### config.mk
export PLATFORM = sky130hd
export DESIGN_NAME = fft_peak_scan_ctrl
export DESIGN_NICKNAME = d
export VERILOG_FILES = /design/src/rtl/fft_peak_scan_ctrl.sv
export SDC_FILE = /design/constraint.sdc
export NUM_CORES = 1
export LEC_CHECK = 0
export BUFFER_PORTS_ARGS = -buffer_cell sky130_fd_sc_hd__buf_4
export CORE_UTILIZATION = 30
export CTS_BUF_LIST = sky130_fd_sc_hd__clkbuf_8 sky130_fd_sc_hd__clkbuf_16
export CTS_CLUSTER_SIZE = 25
export DETAILED_ROUTE_END_ITERATION = 6
export SYNTH_ARGS = -nofsm -noshare
export SYNTH_HDL_FRONTEND = slang
export SYNTH_SLANG_ARGS = --single-unit
### constraint.sdc
create_clock -name clk -period 12.3 [get_ports clk]
set_input_delay 0.615 -clock clk [delete_from_list [all_inputs] [get_ports clk]]
set_output_delay 0.615 -clock clk [all_outputs]
set_load 0.05 [all_outputs]
### src/rtl/fft_peak_scan_ctrl.sv
// Per-frame spectral peak scanner: walks the magnitude RAM once per frame,
// tracks the strongest bin and reports it with a threshold/holdoff-gated hit.
module fft_peak_scan_ctrl #(
    parameter int WIDTH          = 1024,
    parameter int ADDR_W         = 10,
    parameter int RD_LAT         = 2,
    parameter int FREQ_SCALE     = 3,
    parameter int HOLDOFF_FRAMES = 4
) (
    input  logic              clk,
    input  logic              reset,
    input  logic              frame_ready,
    input  logic [9:0]        threshold,
    output logic [ADDR_W-1:0] mag_addr,
    input  logic [9:0]        mag_data,
    output logic              busy,
    output logic              peak_valid,
    output logic [ADDR_W-1:0] peak_bin,
    output logic [12:0]       peak_freq,
    output logic [9:0]        peak_amp,
    output logic              hit,
    output logic              overrun
);

    localparam int                HO_W       = $clog2(HOLDOFF_FRAMES + 2);
    localparam logic [ADDR_W-1:0] LAST_ADDR  = ADDR_W'(WIDTH - 1);
    localparam logic [ADDR_W-1:0] ADDR_ONE   = ADDR_W'(1);
    localparam logic [2:0]        DRAIN_LAST = 3'(RD_LAT - 1);

    typedef enum logic [1:0] {IDLE, SCAN, DRAIN, REPORT} state_t;

    state_t            state_r, state_s;
    logic [2:0]        drain_cnt_r;
    logic              pending_r;
    logic [HO_W-1:0]   holdoff_r;
    logic [RD_LAT-1:0] vld_pipe_r;
    logic [ADDR_W-1:0] bin_pipe_r [RD_LAT];
    logic [9:0]        run_amp_r;
    logic [ADDR_W-1:0] run_bin_r;

    logic              scan_start_s, report_s, fr_busy_s, hit_s;
    logic              tail_vld_s;
    logic [ADDR_W-1:0] tail_bin_s;
    logic [9:0]        cand_amp_s;
    logic [ADDR_W-1:0] cand_bin_s;
    logic [12:0]       cand_freq_s;

    // Next-state selection for the scan sequencer.
    always_comb begin
        state_s = state_r;
        case (state_r)
            IDLE: begin
                if (frame_ready) state_s = SCAN;
                else             state_s = IDLE;
            end
            SCAN: begin
                if (mag_addr == LAST_ADDR) state_s = DRAIN;
                else                       state_s = SCAN;
            end
            DRAIN: begin
                if (drain_cnt_r == DRAIN_LAST) state_s = REPORT;
                else                           state_s = DRAIN;
            end
            REPORT: begin
                // A frame arriving on the report cycle restarts directly.
                if (pending_r || frame_ready) state_s = SCAN;
                else                          state_s = IDLE;
            end
            default: state_s = IDLE;
        endcase
    end

    assign scan_start_s = (state_s == SCAN) && (state_r != SCAN);
    assign report_s     = (state_s == REPORT);
    assign fr_busy_s    = frame_ready && (state_r != IDLE);
    assign tail_vld_s   = vld_pipe_r[RD_LAT-1];
    assign tail_bin_s   = bin_pipe_r[RD_LAT-1];

    // Merge the returning sample into the running max; bin 0 always seeds it.
    always_comb begin
        cand_amp_s = run_amp_r;
        cand_bin_s = run_bin_r;
        if (tail_vld_s && ((tail_bin_s == {ADDR_W{1'b0}}) || (mag_data > run_amp_r))) begin
            cand_amp_s = mag_data;
            cand_bin_s = tail_bin_s;
        end else begin
            cand_amp_s = run_amp_r;
            cand_bin_s = run_bin_r;
        end
    end

    assign cand_freq_s = 13'(FREQ_SCALE) * 13'(cand_bin_s);
    assign hit_s       = (cand_amp_s >= threshold) && (holdoff_r == {HO_W{1'b0}});

    // Sequencer state, address generation and frame bookkeeping.
    always_ff @(posedge clk) begin
        if (reset) begin
            state_r     <= IDLE;
            mag_addr    <= {ADDR_W{1'b0}};
            busy        <= 1'b0;
            drain_cnt_r <= 3'd0;
            pending_r   <= 1'b0;
            overrun     <= 1'b0;
        end else begin
            state_r <= state_s;
            busy    <= (state_s != IDLE);
            overrun <= fr_busy_s && pending_r;
            case (state_s)
                SCAN:    mag_addr <= (state_r == SCAN) ? (mag_addr + ADDR_ONE) : {ADDR_W{1'b0}};
                DRAIN:   mag_addr <= mag_addr;
                default: mag_addr <= {ADDR_W{1'b0}};
            endcase
            if (state_r == DRAIN) drain_cnt_r <= drain_cnt_r + 3'd1;
            else                  drain_cnt_r <= 3'd0;
            if (state_r == REPORT) pending_r <= 1'b0;
            else if (fr_busy_s)    pending_r <= 1'b1;
            else                   pending_r <= pending_r;
        end
    end

    // Valid/bin tag pipeline matching the RAM read latency.
    always_ff @(posedge clk) begin
        if (reset) begin
            for (int i = 0; i < RD_LAT; i++) begin
                vld_pipe_r[i] <= 1'b0;
                bin_pipe_r[i] <= {ADDR_W{1'b0}};
            end
        end else begin
            vld_pipe_r[0] <= (state_r == SCAN);
            bin_pipe_r[0] <= mag_addr;
            for (int i = 1; i < RD_LAT; i++) begin
                vld_pipe_r[i] <= vld_pipe_r[i-1];
                bin_pipe_r[i] <= bin_pipe_r[i-1];
            end
        end
    end

    // Running maximum, cleared at the start of every scan.
    always_ff @(posedge clk) begin
        if (reset || scan_start_s) begin
            run_amp_r <= 10'd0;
            run_bin_r <= {ADDR_W{1'b0}};
        end else if (tail_vld_s) begin
            run_amp_r <= cand_amp_s;
            run_bin_r <= cand_bin_s;
        end else begin
            run_amp_r <= run_amp_r;
            run_bin_r <= run_bin_r;
        end
    end

    // Report registers and hit holdoff, updated as the last sample lands.
    always_ff @(posedge clk) begin
        if (reset) begin
            peak_valid <= 1'b0;
            peak_bin   <= {ADDR_W{1'b0}};
            peak_freq  <= 13'd0;
            peak_amp   <= 10'd0;
            hit        <= 1'b0;
            holdoff_r  <= {HO_W{1'b0}};
        end else if (report_s) begin
            peak_valid <= 1'b1;
            peak_bin   <= cand_bin_s;
            peak_freq  <= cand_freq_s;
            peak_amp   <= cand_amp_s;
            hit        <= hit_s;
            if (hit_s)                              holdoff_r <= HO_W'(HOLDOFF_FRAMES);
            else if (holdoff_r != {HO_W{1'b0}})     holdoff_r <= holdoff_r - HO_W'(1);
            else                                    holdoff_r <= holdoff_r;
        end else begin
            peak_valid <= 1'b0;
            hit        <= 1'b0;
        end
    end

endmodule

# Word level (Yosys, flattened, before mapping)
# Memories as Yosys holds them, arrays and structs flattened.
# Index checks and enable logic that the tools add are counted.
# op_classes
add_sub_neg	3
magnitude_cmp	2
eq_ne	9
bitwise_logic	4
n_shift	0
n_mux	17
n_div	0
n_reduce_logical	19
n_mul	1
# ops
operator	count
two-way mux 10 bit	5
case mux 10 bit (2 select lines)	1
multiplier 2 x 10 -> 12 bit, first input constant	1
adder 10 x 1 -> 10 bit, second input constant	1
== test 10 bit, second input constant	1
greater-or-equal comparator 10 bit	1
> comparator 10 bit	1
logical NOT 10 bit	1
== test 2 bit, second input constant	4
case mux 2 bit (4 select lines)	1
two-way mux 1 bit	7
two-way mux 3 bit	2
nonzero test 2 bit	3
OR reduction 2 bit	3
logical AND 1 bit	5
== test 2 x 1 -> 1 bit, second input constant	2
adder 3 x 1 -> 3 bit, second input constant	1
== test 3 x 1 -> 1 bit, second input constant	1
logical NOT 3 bit	1
logical OR 1 bit	3
nonzero test 3 bit	1
subtractor 3 x 1 -> 3 bit, second input constant	1
logical NOT 2 bit	1
two-way mux 2 bit	1
4 further kinds	6
# totals
in_bits	23
mem_count	1
out_inout_bits	47
register_bits	77
mem_bits_rw	20
wordCells	71
rom_bits	0
latchBits	0
# memory_table
memory	words	word_bits	rd	rd_clocked_by_memory_dff	write_ports	line	source
bin_pipe_r	2	10	2	0	2	37	logic [ADDR_W-1:0] bin_pipe_r [RD_LAT];

# Longest topological paths before layout
# Gate-level depths: netlist of run 1.
# An unclocked memory read counts as a cell.
# logic_depth
ltp_word	9
ltp_mapped	17
depth_no_buf	16

# Least setup slack after synthesis of run 1
# Ideal clock, no wire load.
# synth_timing
kind	input -> register
from	in mag_data[5]
to	reg peak_freq[11]
path_slack_ns	8.171
arrival_time_ns	3.997
n_path_buf	1
cell_stages	16
cell_sequence	ha_1 > a21oi_1 > o21ai_0 > a2111oi_0 > o21ai_1 > buf_2 > mux2_2 > ha_1 > fa_1 > a21o_1 > a21oi_1 > o21bai_1 > a2111oi_0 > nor3_1 > a211oi_1 > nor3_1
# synth_via
elab_chain_len	5
# synth_rtl
element	line	source
from (decl)	15	input logic [9:0] mag_data,
> comparator 10 bit	83	if (tail_vld_s && ((tail_bin_s == {ADDR_W{1'b0}}) || (mag_data > run_amp_r))) begin
logical OR 1 bit	83	
logical AND 1 bit	83	
two-way mux 10 bit	83	
via cand_bin_s[1]	45	logic [ADDR_W-1:0] cand_bin_s;
multiplier 2 x 10 -> 12 bit	92	assign cand_freq_s = 13'(FREQ_SCALE) * 13'(cand_bin_s);
to (signal assigned)	164	peak_freq <= cand_freq_s;
to (decl)	19	output logic [12:0] peak_freq,
# The timed path passes the listed nets, and every way through them passes these cells.
# A chain may end at the register's enable or synchronous reset.

# Worst setup path after layout of run 1
# layout_timing
from	in mag_data[3]
to	reg peak_freq[11]
# The elaborated chain is that of the path after synthesis.

==> results_dict.tcl, run 1 <==
set metrics [dict create \
    vias 3454 \
    max_slew.worst_pin.slew_ns 0.705 \
    globalRoute.totalOverflow 0 \
    clkSlewWorstSetupHoldPaths_ns 0.07 \
    cts.repair.resized 0 \
    via_per_inst 4.79 \
    core_area_sq_mm 0.0140 \
    grt_pass1_vias 3299 \
    timing.clock.skew_ns 0.00870 \
    max-slew-margin-rel_pct 53.0 \
    number_of_antenna_violations_at_the_first_check_in_global_routing 0 \
    synth_cell_type_count 50 \
    fp-row-count 43 \
    critical_path.startpoint_type "primary input" \
    finalMaxSlewViolations 0 \
    post-cts-setup-buffer-count 0 \
    syn-mean-instance-area_sq_um 9.12 \
    layout.nets 596 \
    layout-drive-gt1-share_pct 20.7 \
    leakage_nw 2.34 \
    drtIter0Drc 164 \
    synth.largest_area_cell "dfxtp_1" \
    clk_root_buffer_cell "clkbuf_16" \
    ys_top_cells_by_area "dfxtp_1 (44%), ha_1 (10%), nor2b_1 (5.7%)" \
    routed_wl_mm 9.79 \
    count_of_unresolved_drc_violations_after_routing 0 \
    die-area_sq_mm 0.0150 \
    layout_worst_path_cycle_share_pct 34.9 \
    io_buffer_count 68 \
    die_height_microns 123 \
    drt_pre_antenna_iters 4 \
    route.detailed.wl_per_inst_microns 13.6 \
    worst_hold_path_type "register to register" \
    grt_max_degree 72 \
    tritoncts_num_sinks 96 \
    syn_area_sq_mm 0.00436 \
    fmax_ghz 0.233 \
    ctsHoldBuffers 0 \
    max_cap_violations 0 \
    layout_overhead_on_the_synthesized_area_pct 21.6 \
    synth_commonest_cells "dfxtp_1 (96), nor2_1 (57), nor2b_1 (40)" \
    period_needed_ns 4.29 \
    netlist.area_leader.share_pct 44.1 \
    dominantRegCellSynth "dfxtp_1" \
    synth.yosys.seq_area_share_pct 44.1 \
    grt.total_usage_pct 13.9 \
    synth_enable_flop_cells 0 \
    fin_tns_setup_ns 0 \
    worst-endpoint-arrival_ns 4.48 \
    setup.worst_path.class "primary input to register" \
    syn_inst 478 \
    clock_tree.buffer_depth 2 \
    setup_viol 0 \
    boundaryPins 70 \
    vdd_ir_drop_max_v 0.0000582 \
    dp_hpwl_mm 7.08 \
    worst_skew_pair.late_latency_ns 0.34 \
    diodes 0 \
    cts_buffers 9 \
    worstPathMaxFanout 5 \
    run_status "finished clean" \
    grt_first_pass_wirelength_mm 16.5 \
    yosys_warnings 0 \
    yosys_register_bits 96 \
    cp.required_ns 12.49 \
    worst_setup_path_end_kind "register" \
    rsz_0062_raised_after_global_routing "false" \
    die_width_microns 123 \
    cts_max_level 3 \
    floorplan.initialDensity_pct 31.0 \
    postLayoutCoreUtil_pct 37.7 \
    hold_violations 0 \
    p_per_area_mw_per_mm2 118 \
    finalWeightedCongestion 0.803 \
    detail-route-antenna-nets 0 \
    async_flop_share_pct 0 \
    tritoncts_clock_tree "built" \
    postSynthNetCount 538 \
    post-synth-top-count-cell "dfxtp_1" \
]
-- critical path, cell delays in order --
cell	delay, ns
buf_4	0.11
ha_1	0.31
a21oi_1	0.15
o21ai_0	0.10
a2111oi_0	0.54
o21ai_2	0.19
mux2_2	0.36
ha_1	0.24
fa_1	0.41
a21o_1	0.18
a21oi_1	0.24
o21bai_1	0.13
a2111oi_0	0.40
nor3_1	0.16
a211oi_1	0.26
nor3_1	0.07
-- worst paths after layout --
| path | from | endpoint | slack, ns | depth (start not counted) |
|---|---|---|---|---|
| max reg2reg | run_amp_r[3] | peak_freq[11] | 8.02 | 16 |
| max | mag_data[3] | peak_freq[11] | 8.01 | 16 |
| min reg2reg | vld_pipe_r[0] | vld_pipe_r[1] | 0.43 | 1 |
| min | vld_pipe_r[0] | vld_pipe_r[1] | 0.43 | 1 |
-- cells in the final DEF, fill, tap and decap left out, types with 6 or more instances in the layout --
| master | synthesis | layout |
|---|---|---|
| a211oi_1 | 8 | 8 |
| a21o_1 | 8 | 8 |
| a21oi_1 | 22 | 22 |
| buf_4 | 3 | 72 |
| clkbuf_16 | 0 | 9 |
| dfxtp_1 | 96 | 96 |
| ha_1 | 36 | 36 |
| inv_1 | 28 | 28 |
| mux2_2 | 17 | 17 |
| nand2_1 | 25 | 25 |
| nand2b_1 | 6 | 6 |
| nand3_1 | 6 | 6 |
| nor2_1 | 57 | 56 |
| nor2b_1 | 40 | 40 |
| nor3_1 | 28 | 28 |
| o21ai_0 | 18 | 18 |
| xnor2_1 | 6 | 6 |
-- metal layers --
layer  track usage (%)  vias up  wire [microns]
met1              18.9     1619            4710
li1                  -     1742               -
met3              4.18       11             605
met5                 0        -               0
met2              21.7       82            4380
met4              2.97        0              93
-- kinds of logic (layout without fill, tap and decap cells) --
kind of cell             count (synthesis)  after routing  synth area share (%)
AO/OA/AOI/OAI                           76             76                  11.5
buffers and inverters                   53            116                  5.14
other                                    1              1                0.0860
XOR/XNOR                                 9              9                  1.81
AND/OR/NAND/NOR                        186            186                  21.5
flip-flops                              96             96                  44.1
adder cells (fa/ha/maj)                 37             37                  10.8
multiplexers                            20             20                  5.17
-- through the flow --
step           instance area, sq um  cells  total power [mW]  hold slack, ns  setup WS [ns]
6_report                       5300    721             0.625           0.433           8.01
5_1_grt                        5300    721             0.650           0.458           7.67
4_1_cts                        5300    721             0.633           0.434           8.00
3_5_place_dp                   5010    705             0.363           0.423           7.65
3_3_place_gp                   5010    705             0.362           0.429           7.72
2_1_floorplan                  4360    478             0.350           0.414           8.17
-- registers in the layout (all words and copies together) (netlist names), 2 cells and up --
| signal | cells |
|---|---|
| bin_pipe_r | 20 |
| peak_freq | 11 |
| mag_addr | 10 |
| peak_amp | 10 |
| peak_bin | 10 |
| run_amp_r | 10 |
| run_bin_r | 10 |
| drain_cnt_r | 3 |
| holdoff_r | 3 |
| state_r | 2 |
| vld_pipe_r | 2 |
-- power breakdown --
group	internal [mW]	leakage, nW	total, mW	switching (mW)
logic	0.0174	1.42	0.0410	0.0236
registers	0.313	0.775	0.315	0.00179
clock network	0.141	0.140	0.269	0.128
total	0.472	2.34	0.625	0.153
-- final cells by class --
| class | count | area, sq um |
|---|---|---|
| Fill cell | 1435 | 8740 |
| Multi-Input combinational cell | 329 | 2220 |
| Sequential cell | 96 | 1920 |
| Timing Repair Buffer | 72 | 541 |
| Clock buffer | 9 | 225 |
| Tap cell | 180 | 225 |
| Inverter | 28 | 105 |
| Clock inverter | 7 | 61.3 |
(Power assumes the default switching activity.)
==> run 2, diff against run 1 <==
Settings changed: ABC_AREA set to 1.
Clock period 12.3 ns to 4.2 ns, I/O delays scaled along.
==> results_dict.tcl, run 2 <==
set metrics [dict create \
    synth.largest_area_cell "dfxtp_1" \
    critical_path.most_common_cell "nand2_1" \
    worst-endpoint-arrival_ns 3.63 \
    die-area_sq_mm 0.0163 \
    setup.worst_path.class "register to register" \
    timing.hold.worst_path_depth 3 \
    synthMuxAreaShare_pct 0 \
    period_needed_ns 3.39 \
    tritoncts_clock_tree "built" \
    vias 3783 \
    worstPathMaxFanout 19 \
    grt.total_usage_pct 13.2 \
    cts.repair.resized 0 \
    clock_tree.buffer_depth 2 \
    core_area_sq_mm 0.0153 \
    drtIter0Drc 141 \
    boundaryPins 70 \
    grt_first_pass_wirelength_mm 16.7 \
    postSynthNetCount 691 \
    worst_r2r_startpoint "run_amp_r[5]" \
    fin_tns_setup_ns 0 \
    max_cap_violations 0 \
    synth_cell_type_count 39 \
    finalMaxSlewViolations 0 \
    post-cts-setup-buffer-count 0 \
    async_flop_share_pct 0 \
    diodes 0 \
    floorplan.initialDensity_pct 30.9 \
    crit_path_cell_trace "inv_1 > ha_1 > nand2_1 > nor2_1 > nand3_1 > nand3_1 > nand2_1 > nand2_2 > nand2_2 > o21ai_2 > ha_1 > a21oi_1 > nand2_1 > a21oi_1 > nor2_1 > nor2_1 > xor2_1 > nand2_1 > o211ai_1 > inv_1" \
    fmax_ghz 0.295 \
    netlist.area_leader.share_pct 40.6 \
    vdd_ir_drop_max_v 0.000174 \
    flip_flop_count_of_the_largest_register_all_copies_and_words_added 20 \
    synth.yosys.seq_area_share_pct 40.6 \
    dp_cells 892 \
    globalRoute.totalOverflow 0 \
    io_buffer_count 68 \
    ys_top_cells_by_area "dfxtp_1 (41%), inv_1 (11%), ha_1 (9.5%)" \
    drt_pre_antenna_iters 4 \
    layout.nets 752 \
    dominant_combinational_cell_family_by_area_after_synthesis "simple AND/OR/NAND/NOR gates" \
    count_of_unresolved_drc_violations_after_routing 0 \
    regMostFlops "bin_pipe_r" \
    reg.largest.list "bin_pipe_r (20), peak_freq (11)" \
    cts_buffers 9 \
    final.hold.worst_slack_ns 0.183 \
    tritoncts_num_sinks 96 \
    total_power_mw 1.95 \
    timing.clock.skew_ns 0.00890 \
    critPathMaxStageDelay_ns 0.36 \
    syn-mean-instance-area_sq_um 7.50 \
    route.detailed.wl_per_inst_microns 11.0 \
    grt_max_degree 51 \
    clk_root_buffer_cell "clkbuf_16" \
    synth_commonest_cells "inv_1 (133), nor2_1 (108), dfxtp_1 (96)" \
    synth_compound_gate_area_share_pct 12.5 \
    final_common_cell "inv_1" \
    syn_inst 631 \
    layout-drive-gt1-share_pct 16.9 \
    whs_endpoint "overrun" \
    placement.setup.worst_slack_ns 0.790 \
    detail-route-antenna-nets 0 \
    critical_path.startpoint_type "register" \
    synth-simple-area-share_pct 20.7 \
    yosys.area_share.xor_xnor_pct 2.77 \
    cp.required_ns 4.45 \
    final_critical_path_setup_slack_ns 0.810 \
    layout_common_cells "inv_1 (133), nor2_1 (108), dfxtp_1 (96)" \
    setup_viol 0 \
    max-slew-margin-rel_pct 37.0 \
    postLayoutCoreUtil_pct 37.5 \
    worst_hold_path_type "primary input to register" \
    clkSlewWorstSetupHoldPaths_ns 0.07 \
    worst_setup_path_end_kind "register" \
    max_slew.worst_pin.slew_ns 0.945 \
    dominantRegCellSynth "dfxtp_1" \
    via_per_inst 4.17 \
    r2r_slack_ns 0.81 \
    worst_r2r_endpoint "peak_freq[8]" \
    crit_path_top_delay_cell "o21ai_2" \
    layoutNonFillerInstCount 908 \
    synth_enable_flop_cells 0 \
    worstRegToRegCells 20 \
    finalWeightedCongestion 0.824 \
    fp-row-count 45 \
    number_of_antenna_violations_at_the_first_check_in_global_routing 0 \
    placedInstanceArea_sq_mm 0.00540 \
    p_per_area_mw_per_mm2 341 \
    leakage_nw 2.69 \
    worst_skew_pair.late_latency_ns 0.35 \
    yosys.area_share.adder_pct 9.94 \
    die_height_microns 128 \
    die_width_microns 128 \
    routed_wl_mm 9.97 \
    dp_hpwl_mm 7.20 \
    yosys_register_bits 96 \
    fin_area_sq_mm 0.00574 \
    ctsHoldBuffers 0 \
    run_status "finished clean" \
    grt_pass1_vias 3573 \
    rsz_0062_raised_after_global_routing "false" \
    num-fill-cells 1647 \
    post-synth-top-count-cell "inv_1" \
    hold_violations 0 \
    layout_overhead_on_the_synthesized_area_pct 21.2 \
    cts_max_level 3 \
    layout_worst_path_cycle_share_pct 80.7 \
    worst_hold_startpoint "frame_ready" \
    syn_area_sq_mm 0.00473 \
    yosys_warnings 0 \
]
[run 2: area by class of cell]
| class | instances | area (sq um) | share of cell area [%] |
|---|---|---|---|
| multi-input combinational | 379 | 2180 | 37.9 |
| clock buffer | 11 | 253 | 4.41 |
| clock inverter | 5 | 85.1 | 1.48 |
| inverter | 136 | 510 | 8.90 |
| tap | 211 | 264 | 4.60 |
| timing repair buffer | 70 | 526 | 9.16 |
| sequential | 96 | 1920 | 33.5 |
[run 2: worst max-delay path by stage]
stage                  from            to  slack [ns]  cells after the start
2_1_floorplan  run_amp_r[9]  peak_freq[7]        1.26                     23
3_5_place_dp   run_amp_r[5]  peak_freq[8]        0.79                     20
6_report       run_amp_r[5]  peak_freq[8]        0.81                     20
3_3_place_gp   run_amp_r[5]  peak_freq[8]        0.84                     20
5_1_grt        run_amp_r[5]  peak_freq[8]        0.33                     20
4_1_cts        run_amp_r[5]  peak_freq[8]        0.77                     20
[run 2: kinds of logic (layout without fill, tap and decap cells)]
family,count (synthesis),after routing
compound gates,94,94
xor+xnor,15,15
fa+ha+maj,37,37
buf+inv,156,222
flops,96,96
other cells,1,1
simple gates,232,232
[run 2: worst max-delay path, delay by kind of cell (launching register included)]
family,cells,cell delay [ns]
xor gates and xnor gates,1,0.15
and+or+nand+nor,11,1.20
buffers and inverters,2,0.10
adders and majority gates,2,0.63
DFF,1,0.33
AOI/OAI and AO/OA,4,0.87
[run 2: report_power, final]
part	switching [mW]	internal (mW)	total, mW
registers	0.00394	0.916	0.920
logic	0.0721	0.0397	0.112
clock network	0.364	0.559	0.922
total	0.440	1.51	1.95
[run 2: metal layers]
layer	vias to the layer above	GRT usage (%)	part of all wire (%)
met5	-	0	0
met4	0	4.29	1.6
met3	9	4.61	4.3
met2	54	21.2	44
met1	1645	16.4	50
li1	2075	-	-
